--- src/rtl/trap_ctrl.sv ---
// ============================================================================
// trap_ctrl : machine-mode trap/mret controller with the trap CSRs and a
//             one-cycle registered fetch redirect.   Revision 1.0
// ============================================================================
`default_nettype none

package CsrPack;
   typedef struct packed {
      logic        except;
      logic [63:0] epc;
      logic [63:0] ecause;
      logic [63:0] etval;
   } ExceptPack;
endpackage

module trap_ctrl (
   input  logic               clk,
   input  logic               rst,
   input  logic               stall,
   input  CsrPack::ExceptPack except_i,
   input  logic               mret,
   input  logic               csr_we,
   input  logic [11:0]        csr_addr,
   input  logic [63:0]        csr_wdata,
   output logic [63:0]        csr_rdata,
   output logic               redirect_valid,
   output logic [63:0]        redirect_pc,
   output logic               flush_o
);

   localparam logic [11:0] ADDR_MSTATUS  = 12'h300;
   localparam logic [11:0] ADDR_MTVEC    = 12'h305;
   localparam logic [11:0] ADDR_MSCRATCH = 12'h340;
   localparam logic [11:0] ADDR_MEPC     = 12'h341;
   localparam logic [11:0] ADDR_MCAUSE   = 12'h342;
   localparam logic [11:0] ADDR_MTVAL    = 12'h343;

   typedef enum logic [0:0] {
      IDLE     = 1'b0,
      REDIRECT = 1'b1
   } state_t;

   state_t      state_q, state_d;
   logic        mie_q, mie_d;
   logic        mpie_q, mpie_d;
   logic [63:0] mtvec_q, mtvec_d;
   logic [63:0] mscratch_q, mscratch_d;
   logic [63:0] mepc_q, mepc_d;
   logic [63:0] mcause_q, mcause_d;
   logic [63:0] mtval_q, mtval_d;
   logic        redirect_valid_q, redirect_valid_d;
   logic [63:0] redirect_pc_q, redirect_pc_d;

   logic        accept_ok;
   logic        take_trap;
   logic        take_mret;
   logic        do_write;
   logic [63:0] trap_base;
   logic [63:0] trap_offset;
   logic [63:0] trap_target;

   // Events are only accepted from IDLE; a trap suppresses mret and CSR writes.
   assign accept_ok = (state_q == IDLE) && !stall;
   assign take_trap = accept_ok && except_i.except;
   assign take_mret = accept_ok && mret && !except_i.except;
   assign do_write  = accept_ok && csr_we && !except_i.except;

   // Vectored mode only applies to interrupts (ecause[63] set).
   assign trap_base   = {mtvec_q[63:2], 2'b00};
   assign trap_offset = (mtvec_q[0] && except_i.ecause[63]) ?
                        {except_i.ecause[61:0], 2'b00} : 64'd0;
   assign trap_target = trap_base + trap_offset;

   always_comb begin
      state_d          = IDLE;
      mie_d            = mie_q;
      mpie_d           = mpie_q;
      mtvec_d          = mtvec_q;
      mscratch_d       = mscratch_q;
      mepc_d           = mepc_q;
      mcause_d         = mcause_q;
      mtval_d          = mtval_q;
      redirect_valid_d = 1'b0;
      redirect_pc_d    = redirect_pc_q;

      if (do_write) begin
         case (csr_addr)
            ADDR_MSTATUS: begin
               if (!take_mret) begin
                  mie_d  = csr_wdata[3];
                  mpie_d = csr_wdata[7];
               end
            end
            ADDR_MTVEC:    mtvec_d    = {csr_wdata[63:2], 1'b0, csr_wdata[0]};
            ADDR_MSCRATCH: mscratch_d = csr_wdata;
            ADDR_MEPC:     mepc_d     = csr_wdata & ~64'd3;
            ADDR_MCAUSE:   mcause_d   = csr_wdata;
            ADDR_MTVAL:    mtval_d    = csr_wdata;
            default:       ;
         endcase
      end

      if (take_trap) begin
         mepc_d           = except_i.epc & ~64'd3;
         mcause_d         = except_i.ecause;
         mtval_d          = except_i.etval;
         mpie_d           = mie_q;
         mie_d            = 1'b0;
         redirect_pc_d    = trap_target;
         redirect_valid_d = 1'b1;
         state_d          = REDIRECT;
      end else if (take_mret) begin
         mie_d            = mpie_q;
         mpie_d           = 1'b1;
         redirect_pc_d    = mepc_q;
         redirect_valid_d = 1'b1;
         state_d          = REDIRECT;
      end
   end

   always_ff @(posedge clk) begin
      if (rst) begin
         state_q          <= IDLE;
         mie_q            <= 1'b0;
         mpie_q           <= 1'b0;
         mtvec_q          <= 64'd0;
         mscratch_q       <= 64'd0;
         mepc_q           <= 64'd0;
         mcause_q         <= 64'd0;
         mtval_q          <= 64'd0;
         redirect_valid_q <= 1'b0;
         redirect_pc_q    <= 64'd0;
      end else begin
         state_q          <= state_d;
         mie_q            <= mie_d;
         mpie_q           <= mpie_d;
         mtvec_q          <= mtvec_d;
         mscratch_q       <= mscratch_d;
         mepc_q           <= mepc_d;
         mcause_q         <= mcause_d;
         mtval_q          <= mtval_d;
         redirect_valid_q <= redirect_valid_d;
         redirect_pc_q    <= redirect_pc_d;
      end
   end

   always_comb begin
      csr_rdata = 64'd0;
      case (csr_addr)
         ADDR_MSTATUS: begin
            csr_rdata[3]     = mie_q;
            csr_rdata[7]     = mpie_q;
            csr_rdata[12:11] = 2'b11;
         end
         ADDR_MTVEC:    csr_rdata = mtvec_q;
         ADDR_MSCRATCH: csr_rdata = mscratch_q;
         ADDR_MEPC:     csr_rdata = mepc_q;
         ADDR_MCAUSE:   csr_rdata = mcause_q;
         ADDR_MTVAL:    csr_rdata = mtval_q;
         default:       csr_rdata = 64'd0;
      endcase
   end

   assign redirect_valid = redirect_valid_q;
   assign redirect_pc    = redirect_pc_q;
   assign flush_o        = redirect_valid_q;

endmodule

`default_nettype wire

--- config.mk ---
export PLATFORM = sky130hd
export DESIGN_NAME = trap_ctrl
export DESIGN_NICKNAME = d
export VERILOG_FILES = /design/src/rtl/trap_ctrl.sv
export SDC_FILE = /design/constraint.sdc
export NUM_CORES = 1
export LEC_CHECK = 0
export ABC_AREA = 1
export CORE_MARGIN = 2
export CORE_UTILIZATION = 42
export CTS_BUF_LIST = sky130_fd_sc_hd__clkbuf_8
export DETAILED_ROUTE_END_ITERATION = 10
export PLACE_DENSITY = 0.69
export SLEW_MARGIN = 20
export SYNTH_ARGS = -nofsm -noshare
export SYNTH_HDL_FRONTEND = slang
export SYNTH_SLANG_ARGS = --single-unit
--- constraint.sdc ---
create_clock -name clk -period 2.3 [get_ports clk]
set_clock_uncertainty 0.15 [all_clocks]
set_input_delay 0.23 -clock clk [delete_from_list [all_inputs] [get_ports clk]]
set_output_delay 0.23 -clock clk [all_outputs]
set_load 0.01 [all_outputs]
* After elaboration in Yosys (flattened, before gate mapping) *
Index checks and enable logic that the tools add are counted.

word-level totals
  input bits = 274
  output and inout bits = 130
  flip-flop bits (word level) = 384
  logic and storage cells = 71

operators by class
  reduce and logical (&&, ||, !) cells = 26
  equality and inequality tests = 6
  add/sub/neg operators = 1
  mux-type cells = 28
  bitwise logic cells = 1

operator list
  cell                                              number
  2-to-1 mux 64 bit                                 12
  one-hot mux 51 bit (5 select lines)               1
  == test 12 x 10 -> 1 bit (second input constant)  6
  adder 64 bit                                      1
  one-hot mux 3 bit (5 select lines)                3
  AND reduction 2 bit                               7
  nonzero test 2 bit                                7
  one-hot mux 1 bit (6 select lines)                2
  one-hot mux 2 bit (6 select lines)                1
  2-to-1 mux 1 bit                                  9
  logical AND 1 bit                                 7
  nonzero test 3 bit                                2
  zero test 1 bit                                   2
  OR reduction 2 bit                                1
  inverter 1 bit                                    1

* Logic depth before layout (Yosys ltp) *
  word-level depth = 7
  gate-level depth with buffers = 18
  mapped depth without buffers = 17

* Worst setup path before layout *
OpenSTA, ideal clock, no wires.

  kind = register to register
  start point = register mtvec_q[0]
  end point = register redirect_pc_q[20] (netlist: redirect_pc[20])
  path slack = -0.205 ns
  library setup time = 0.132 ns
  buffers on the path = 1
  period minus slack after synthesis = 2.505 ns
  data required time = 2.018 ns
  stages on the path, launching flop included = 16
  data arrival time = 2.223 ns
  cells stage by stage = dfxtp_1 nand2_1 clkbuf_1 nor2_1 fa_1 nand3_1 nand2_1 nand2_1 nand2_1 nand2_1 nand2_1 nand2_1 nand2_1 xor2_1 o21ai_0 a21oi_1

on the way
  longest elaborated chain between the ends = 4

RTL lines
  what                    line  text
  start, declared         46    logic [63:0] mtvec_q, mtvec_d;
  start signal, assigned  137   mtvec_q <= mtvec_d;
  logical AND 1 bit       70    assign trap_offset = (mtvec_q[0] && except_i.ecause[63]) ?
  2-to-1 mux 64 bit       70
  adder 64 bit            72    assign trap_target = trap_base + trap_offset;
  2-to-1 mux 64 bit       103   if (take_trap) begin
  end signal, assigned    143   redirect_pc_q <= redirect_pc_d;
  end, declared           52    logic [63:0] redirect_pc_q, redirect_pc_d;

Every way passes these cells.
A chain may end at the register's enable or synchronous reset.

* Worst setup path in the final report *
  start point = register mtvec_q[0]
  end point = register redirect_pc_q[59] (netlist: redirect_pc[59])

Same word-level chain as after synthesis.

==> flow_summary.yaml <==
status:
  outcome: "finished, violations left"
  failed_checks: "hold timing, setup timing"
placed_design:
  dp_cells: 4892
  gp_congestion: 1.030
  dpl.hpwl_mm: 83.90
  portBuffers: 399
  dp_slack_ns: -1.068
  placed_area_um2: 30620
synth:
  ys_types: 48
  synth_compound_area_frac: 0.2478
  synth_top_family_by_area: "compound AO/OA/AOI/OAI gates"
  ys_seq_area_frac: 0.3411
  synthSimpleGateAreaFrac: 0.2471
  synth-edff-count: 0
  synth.area.mux_share: 0
  synthArstFlopShare: 0
  ys_ff_latch: 382
  synth_adder_area_share: 0.03493
  synth_flop_cell: "dfxtp_1"
  yosys.area_share.xor_xnor: 0.005860
  synth_area_per_cell_um2: 6.335
  syn_inst: 3539
  synth_warnings: 0
  synthesis.area_um2: 22420
worst_setup_path:
  critPathKind: "reg2reg"
  crit_required_ns: 2.65
  cp-start-kind: "flip-flop"
  worst_setup_path_end_kind: "flip-flop"
  worstPathArrival_ns: 3.23
  cp_max_fo: 15
floorplanning:
  die_w_um: 235.0
  start_util: 0.4258
  die_area_um2: 55250
  die_y_um: 235.0
  rows: 84
  core_um2: 52660
  pin_count: 404
clock_tree:
  cts_buffers: 69
  cts.sink_count: 382
  path_clk_slew_ns: 0.06
  cts_tree: "yes"
  clk_latency_ns: 0.69
  root_buffer: "clkbuf_8"
  htree_levels: 3
  clockBufferDepth: 3
drt:
  drt-vias-per-instance: 5.627
  routedWlPerCell_um: 22.37
  wl_mm: 114.7
  ant_nets: 0
  route.detailed.drc: 0
  drt-pass1-iter-count: 6
  vias: 28862
  drt_iter0_markers: 3982
global_route:
  grt_pass1_vias: 26343
  grt_start_max_net_pins: 183
  grt_pass1_wl_mm: 165.9
  grt_usage: 0.3936
  antenna_found_initial: 9
  grt_overflow: 0
cells_and_area:
  fin_cells: 5129
  syn_to_final_growth_pct: 53.85
  register_area_um2: 7651
  multi_input_area_um2: 13520
  layout-drive-gt1-share: 0.2350
  fillCellCount: 4675
  fin_util: 0.6551
  nNetsFinal: 4721
  fin_area_um2: 34490
timing:
  fin_hold_ws_ns: -0.01307
  finalCritPeriodShare: 1.252
  setup_viol: 111
  worst_slew_pin_slew_ns: 1.221
  fin_crit_ns: 2.879
  max_clock_freq_mhz: 347.3
  setup_tns_ns: -24.49
  hold_violations: 1
  relSlewSlack: 0.1863
  slew_violations: 0
  rsz0062_at_grt: "yes"
  fin_ws_ns: -0.5793
power_and_ir_drop:
  p_per_area_nw_per_um2: 457.7
  finalPower_mw: 15.79
  leakagePower_nw: 14.97
  peakVddDrop_mv: 0.3212
run:
  max_cap_violations: 0
min_path:
  hold_class: "in2reg"
-- worst paths after layout --
check	from	depth (start not counted)	end	slack (ns)
min	rst	3	mepc_q[15]	-0.01
max reg2reg	mtvec_q[0]	16	redirect_pc[59]	-0.58
max	mtvec_q[0]	16	redirect_pc[59]	-0.58
min reg2reg	mepc_q[19]	2	mepc_q[19]	0.32
-- worst max-delay path, stage by stage, from the launching register on --
cell     delay [ns]
dfxtp_4        0.38
nand2_8        0.17
buf_16         0.18
nor2_1         0.06
ha_1           0.39
nand2_2        0.12
buf_4          0.14
nor2_1         0.14
inv_2          0.11
nor2_2         0.13
inv_1          0.10
nor3_1         0.22
nand2_2        0.11
nand2_1        0.07
nand2_1        0.05
nand3_1        0.08
a21oi_1        0.07
-- synth_stat cells (6+ instances only) --
| cell type | n | share of area |
|---|---|---|
| buf_2 | 57 | 0.013 |
| o211ai_1 | 42 | 0.014 |
| ha_1 | 61 | 0.034 |
| a221oi_1 | 27 | 0.011 |
| o22ai_1 | 33 | 0.0092 |
| buf_4 | 8 | 0.0027 |
| a21oi_1 | 418 | 0.093 |
| o21bai_1 | 13 | 0.0044 |
| nand3b_1 | 17 | 0.0057 |
| clkbuf_1 | 125 | 0.021 |
| or2_2 | 6 | 0.0017 |
| buf_1 | 8 | 0.0013 |
| nand4_1 | 10 | 0.0028 |
| o21ai_0 | 287 | 0.064 |
| nor3_1 | 11 | 0.0025 |
| inv_1 | 507 | 0.085 |
| a22oi_1 | 42 | 0.014 |
| xor2_1 | 14 | 0.0055 |
| a32oi_1 | 33 | 0.013 |
| dfxtp_1 | 382 | 0.34 |
| a31oi_1 | 74 | 0.021 |
| nor2_1 | 334 | 0.056 |
| nand2_1 | 886 | 0.15 |
| nand3_1 | 106 | 0.024 |
| nor4_1 | 8 | 0.0022 |
-- per-layer routing --
layer | vias to the layer above | share of wire | GRT usage
met5 | - | 0.00011 | 0
met4 | 2 | 0.037 | 0.1371
met3 | 281 | 0.13 | 0.1008
met2 | 1876 | 0.41 | 0.5613
met1 | 13408 | 0.42 | 0.5695
li1 | 13295 | - | -
-- registers in the layout (all words and copies together) (netlist names) --
signal / flops
flush_o: 1
mcause_q: 64
mepc_q: 62
mie_q: 1
mpie_q: 1
mscratch_q: 64
mtval_q: 64
mtvec_q: 63
redirect_pc: 62
-- cell families after synthesis --
family	Yosys count
AOI/OAI and AO/OA	982
xor gates and xnor gates	15
other	1
adders and majority gates	62
buffers and inverters	708
DFF	382
and+or+nand+nor	1389
-- layout by cell type, fill, tap and decap left out, drive strengths merged, types with 44 or more instances in the layout --
master         count
buf              593
clkbuf            92
nand3            106
a21oi            418
dfxtp            382
dlygate4sd3       44
nor2             337
o21ai            288
ha                61
nand2            889
clkdlybuf4s50    322
a31oi             74
inv              535
-- layout make-up --
class | count | area share
well taps | 688 | 0.02496
repair buffers | 971 | 0.2649
clock inverters | 34 | 0.005695
diodes | 7 | 0.0005078
flip-flops and latches | 382 | 0.2218
multi-input cells | 2451 | 0.3919
clock buffers | 86 | 0.03432
inverters | 510 | 0.05590
-- power breakdown --
group,internal [mW],switching (mW),total (mW)
Clock,3.50,3.16,6.66
Sequential,6.83,0.145,6.98
Combinational,0.968,1.18,2.15
Total,11.3,4.49,15.8
-- what timing repair did --
item | in CTS | in global routing
gates cloned | 6 | 4
endpoints found under the hold margin | 52 | 0
resized for setup | 530 | 197
hold buffers | 44 | 0
pin swaps | 42 | 47
setup endpoints to repair | 121 | 182
setup buffers | 44 | 13
Note: power is estimated with default switching activity, not from simulation.
